<file path="src/rtl/omsp_hmac_defs.sv">
// Shared definitions for the HMAC sequencer and its wrapper-side models.
package omsp_hmac_defs;

  localparam logic [3:0] S_IDLE      = 4'd0;
  localparam logic [3:0] S_HRST      = 4'd1;
  localparam logic [3:0] S_INIT      = 4'd2;
  localparam logic [3:0] S_INIT_WAIT = 4'd3;
  localparam logic [3:0] S_RD        = 4'd4;
  localparam logic [3:0] S_FEED      = 4'd5;
  localparam logic [3:0] S_FEED_WAIT = 4'd6;
  localparam logic [3:0] S_OUT       = 4'd7;
  localparam logic [3:0] S_OUT_WAIT  = 4'd8;
  localparam logic [3:0] S_WR        = 4'd9;
  localparam logic [3:0] S_DONE      = 4'd10;

  function automatic int unsigned tag_words(input int unsigned key_size);
    return key_size / 16;
  endfunction

  // Memory is little-endian; the wrapper wants the lower-address byte first.
  function automatic logic [15:0] byte_swap(input logic [15:0] w);
    return {w[7:0], w[15:8]};
  endfunction

endpackage

</file>
<file path="src/rtl/omsp_mac_seq.sv">
// Sequencer that restarts the HMAC wrapper, streams a memory range into it,
// then reads the tag back out and writes it to memory.
module omsp_mac_seq
  import omsp_hmac_defs::*;
#(
  parameter int unsigned KEY_SIZE = 128
) (
  input  logic        clk,
  input  logic        reset,
  input  logic        cmd_start,
  input  logic [15:0] cmd_data_addr,
  input  logic [15:0] cmd_data_len,
  input  logic [15:0] cmd_tag_addr,
  output logic        busy,
  output logic        done,
  output logic        error,
  output logic        mem_req,
  output logic        mem_we,
  output logic [15:0] mem_addr,
  output logic [15:0] mem_wdata,
  input  logic [15:0] mem_rdata,
  input  logic        mem_ack,
  output logic        hmac_reset,
  output logic        hmac_start_continue,
  output logic        hmac_data_available,
  output logic        hmac_data_is_long,
  output logic [15:0] hmac_data_in,
  input  logic [15:0] hmac_data_out,
  input  logic        hmac_busy
);

  localparam int unsigned TAG_WORDS = tag_words(KEY_SIZE);
  localparam logic [15:0] LAST_TAG  = 16'(TAG_WORDS - 1);

  logic [3:0]  state;
  logic [15:0] rd_addr;
  logic [15:0] wr_addr;
  logic [15:0] remaining;
  logic [15:0] tag_cnt;
  logic        error_q;

  always_ff @(posedge clk) begin
    if (reset) begin
      state             <= S_IDLE;
      rd_addr           <= '0;
      wr_addr           <= '0;
      remaining         <= '0;
      tag_cnt           <= '0;
      error_q           <= 1'b0;
      mem_wdata         <= '0;
      hmac_data_in      <= '0;
      hmac_data_is_long <= 1'b0;
    end else begin
      error_q <= 1'b0;
      case (state)
        S_IDLE: begin
          if (cmd_start) begin
            if (cmd_data_addr[0] || cmd_tag_addr[0]) begin
              error_q <= 1'b1;
            end else begin
              state     <= S_HRST;
              rd_addr   <= cmd_data_addr;
              wr_addr   <= cmd_tag_addr;
              remaining <= cmd_data_len;
              tag_cnt   <= '0;
            end
          end
        end
        S_HRST: state <= S_INIT;
        S_INIT: state <= S_INIT_WAIT;
        S_INIT_WAIT, S_FEED_WAIT: begin
          if (!hmac_busy) begin
            state <= (remaining != '0) ? S_RD : S_OUT;
          end
        end
        S_RD: begin
          if (mem_ack) begin
            rd_addr <= rd_addr + 16'd2;
            state   <= S_FEED;
            if (remaining > 16'd1) begin
              hmac_data_in      <= byte_swap(mem_rdata);
              hmac_data_is_long <= 1'b1;
              remaining         <= remaining - 16'd2;
            end else begin
              // Odd trailing byte: only the lower-address byte is valid.
              hmac_data_in      <= {8'h00, mem_rdata[7:0]};
              hmac_data_is_long <= 1'b0;
              remaining         <= '0;
            end
          end
        end
        S_FEED: state <= S_FEED_WAIT;
        S_OUT:  state <= S_OUT_WAIT;
        S_OUT_WAIT: begin
          if (!hmac_busy) begin
            mem_wdata <= hmac_data_out;
            state     <= S_WR;
          end
        end
        S_WR: begin
          if (mem_ack) begin
            wr_addr <= wr_addr + 16'd2;
            if (tag_cnt == LAST_TAG) begin
              state <= S_DONE;
            end else begin
              tag_cnt <= tag_cnt + 16'd1;
              state   <= S_OUT;
            end
          end
        end
        S_DONE:  state <= S_IDLE;
        default: state <= S_IDLE;
      endcase
    end
  end

  assign busy                = (state != S_IDLE);
  assign done                = (state == S_DONE);
  assign error               = error_q;
  assign mem_req             = (state == S_RD) || (state == S_WR);
  assign mem_we              = (state == S_WR);
  assign mem_addr            = (state == S_RD) ? rd_addr :
                               (state == S_WR) ? wr_addr : '0;
  assign hmac_reset          = reset || (state == S_HRST);
  assign hmac_start_continue = (state == S_INIT) || (state == S_FEED) || (state == S_OUT);
  assign hmac_data_available = (state == S_INIT) || (state == S_FEED);

endmodule

</file>
<file path="config.mk">
export PLATFORM = sky130hd
export DESIGN_NAME = omsp_mac_seq
export DESIGN_NICKNAME = d
export VERILOG_FILES = /design/src/rtl/omsp_hmac_defs.sv /design/src/rtl/omsp_mac_seq.sv
export SDC_FILE = /design/constraint.sdc
export NUM_CORES = 1
export LEC_CHECK = 0
export BUFFER_PORTS_ARGS = -buffer_cell sky130_fd_sc_hd__buf_2
export CORE_AREA = 2 2 111 113
export CTS_BUF_LIST = sky130_fd_sc_hd__clkbuf_16
export CTS_CLUSTER_DIAMETER = 200
export DETAILED_ROUTE_END_ITERATION = 8
export DIE_AREA = 0 0 113 115
export MAX_ROUTING_LAYER = met4
export PLACE_DENSITY = 0.72
export SETUP_SLACK_MARGIN = 0.05
export SLEW_MARGIN = 20
export SYNTH_ARGS = -nofsm -noshare
export SYNTH_HDL_FRONTEND = slang
export SYNTH_SLANG_ARGS = --single-unit
</file>
<file path="constraint.sdc">
create_clock -name clk -period 1.75 [get_ports clk]
set_input_delay 0.175 -clock clk [delete_from_list [all_inputs] [get_ports clk]]
set_output_delay 0.175 -clock clk [all_outputs]
set_load 0.005 [all_outputs]
</file>
==> out/metrics.cfg <==
[outcome]
status = finished with violations
violations = DRC, setup timing

[routing]
vias = 6997
drtIter0Drc = 664
m1WireLength_mm = 8.82
drc = 10
top_layer = met4
wl_met2_mm = 10.9
wl_per_cell_um = 19.4
drt-pass1-iter-count = 7
viasPerCell = 6.16
ant_nets = 0
met3_length_mm = 1.59
routed_wl_mm = 22.0

[setup_path]
critical_path_class = reg -> reg
cp_slowest_cell = nor4_2
cp_common_cell = buf_4
start_kind = flip-flop
cp_max_fo = 8
rrSetupSlack_ns = -0.40
rr_worst_depth = 10
cpPeakStageDelay_ns = 0.37
crit_required_ns = 2.02
path_cells = buf_6 -> buf_4 -> buf_6 -> buf_4 -> a211oi_1 -> a211oi_1 -> nor4_2 -> buf_4 -> o31ai_1 -> a21oi_1
crit_arrival_ns = 2.42
critical_path.endpoint_type = flip-flop

[pwr]
power.density_mw_per_mm2 = 791
worst_ir_drop_vdd_mv = 0.492
intPower_w = 0.00474
p_sw_w = 0.00237
p_sw_share_pct = 33.4
combPwrFrac_pct = 34.5
seq_power_share_pct = 36.2
power_leakage_nw = 3.69
power.share.clock_pct = 29.3

[synth]
yosysTopAreaCellShare_pct = 36.7
synthCells = 715
synth.distinct_cells = 75
yosysWarnings = 0
synth_edf_count = 0
synth_common_cells = nand2_1, dfxtp_1, a21oi_1
postSynthAreaPerCell_um2 = 7.78
synth_area_leaders = dfxtp_1, nand2_1, a21oi_1, o21ai_0, nor2_1
ys_seq_area_share_pct = 36.7
synth_area_leader_cell = dfxtp_1
syn-num-nets = 804
ys_ff_latch = 102
synth-async-reset-ratio_pct = 0
synth_most_common_cell = nand2_1
synthFlopType = dfxtp_1
syn_area_mm2 = 0.00556

[floorplanning]
core_area_mm2 = 0.0118
initial_utilization_pct = 47.1
die_area_mm2 = 0.0130
row_count = 40
ioPinCount = 142
die_y_um = 115
dieWidth_um = 113

[cells_and_area]
fillers = 759
utilization_pct = 76.1
drive_above_1_share_pct = 46.6
regArea_mm2 = 0.00206
multi_input_area_mm2 = 0.00388
n_antenna_cell = 0
syn2layout_area_growth_pct = 61.7
final_nets = 1072

[clock_network]
cts_sinks = 102
cts_buffers = 9
cts_hold_buf = 0
cts.path.max_buffers = 2
clockRootBuffer = clkbuf_16
cts_tree = built
clk_pin_slew_ns = 0.08
worstSkewPairLatency_ns = 0.36
cts_htree_levels = 3

[timing]
finalSetupViolCount = 103
fin_hold_ws_ns = 0.0547
hold_viol = 0
slew_headroom_pct = 68.4
rsz0062_at_grt = true
max_clock_freq_ghz = 0.465
layout_setup_ws_ns = -0.398
worstMarginPinSlew_ns = 0.474
finalClockSkew_ns = 0.00755
post-route-period-util_pct = 123
min_period_ns = 2.15
slew_viol_final = 0

[grt]
grt_pass1_vias = 6227
antenna_found_initial = 0
grt_max_degree = 34
grt_use_total_pct = 28.7
overflow = 0
grt_pass1_wl_mm = 29.5

[hold_path]
hold_class = in -> reg
min_path_cells = 3

[placed_design]
place_congestion = 0.924
dp_hpwl_mm = 12.9
port-buffer-count = 141

[job]
maxCapViolations = 0

-- kinds of logic after synthesis --
family                     count (synthesis)  synth area share [%]
adders and majority gates                  4                 0.900
buffers and inverters                     73                  5.99
xor gates and xnor gates                   8                  1.26
and+or+nand+nor                          292                  26.1
muxes                                      1                 0.203
AOI/OAI and AO/OA                        235                  28.9
DFF                                      102                  36.7
-- layer usage --
metal  up-vias  global-route usage [%]
met4         0                    9.59
met2       372                    48.5
li1       3193                       -
met3        80                    3.74
met5         -                       -
met1      3352                    35.7
-- stage by stage --
step / setup WS, ns / area [um^2] / TNS (ns) / power (W) / std cells
after global placement: -0.0861 / 7120 / -2.05 / 0.00434 / 1053
after global routing: -0.484 / 8990 / -22.93 / 0.00738 / 1135
after CTS: -0.192 / 8010 / -11.20 / 0.00663 / 1099
final: -0.398 / 8990 / -17.07 / 0.00711 / 1135
after floorplan: -0.0823 / 5670 / -1.85 / 0.00362 / 715
after detailed placement: -0.142 / 7120 / -5.09 / 0.00438 / 1053
-- final cells by class --
cell class	count	share of cell area [%]
clock buffer	9	2.50
multi-input combinational	542	43.2
inverter	21	0.960
timing repair buffer	307	27.6
sequential	102	22.9
tap	147	2.05
clock inverter	7	0.807
-- final timing paths --
check | start | endpoint
worst min register to register | mem_wdata[6] | mem_wdata[6]
worst max-delay path | state[1] | state[1]
worst min-delay path | hmac_data_out[5] | mem_wdata[5]
worst max register to register | state[1] | state[1]
-- power groups by stage --
stage / Combinational [W] / Sequential, W / Clock, W
6_report: 0.00245 / 0.00258 / 0.00208
5_1_grt: 0.00260 / 0.00259 / 0.00219
4_1_cts: 0.00199 / 0.00256 / 0.00208
3_5_place_dp: 0.00178 / 0.00260 / 0
3_3_place_gp: 0.00175 / 0.00260 / 0
2_1_floorplan: 0.00103 / 0.00259 / 0
-- registers in the layout, indices dropped and copies added (netlist names) --
register,flops
error,1
hmac_data_in,16
hmac_data_is_long,1
mem_wdata,16
rd_addr,16
remaining,16
state,4
tag_cnt,16
wr_addr,16
-- placed cells by master, fill, tap and decap left out, types with 7 or more instances in the layout --
| master | n |
|---|---|
| nand4_1 | 8 |
| nor2_1 | 45 |
| nor2_4 | 7 |
| a22o_1 | 12 |
| or3_1 | 11 |
| buf_6 | 51 |
| and3_1 | 9 |
| a22oi_1 | 7 |
| o21ai_1 | 15 |
| a21oi_2 | 15 |
| a211oi_1 | 7 |
| clkbuf_16 | 16 |
| buf_2 | 140 |
| nand2_1 | 93 |
| a311oi_1 | 9 |
| nor3_1 | 14 |
| inv_1 | 18 |
| nand3_1 | 29 |
| dfxtp_2 | 7 |
| dfxtp_1 | 93 |
| buf_4 | 92 |
| nand2_2 | 9 |
| o21ai_2 | 8 |
| a32oi_1 | 8 |
| a21oi_1 | 51 |
| o21ai_0 | 24 |
| buf_12 | 10 |
-- critical path, delay by kind of cell (launching register included) --
kind | cells | cell delay (ns)
AOI/OAI and AO/OA | 4 | 0.60
buffers and inverters | 5 | 0.72
DFF | 1 | 0.36
and+or+nand+nor | 1 | 0.37
-- timing repair --
item                       in CTS  in global routing
gates resized for setup        84                136
pin swaps                      24                 57
hold endpoints to repair        0                  0
setup buffers                  26                 29
setup endpoints to repair     112                123
gates cloned                    4                 12
Power figures use the tool's default switching activity.
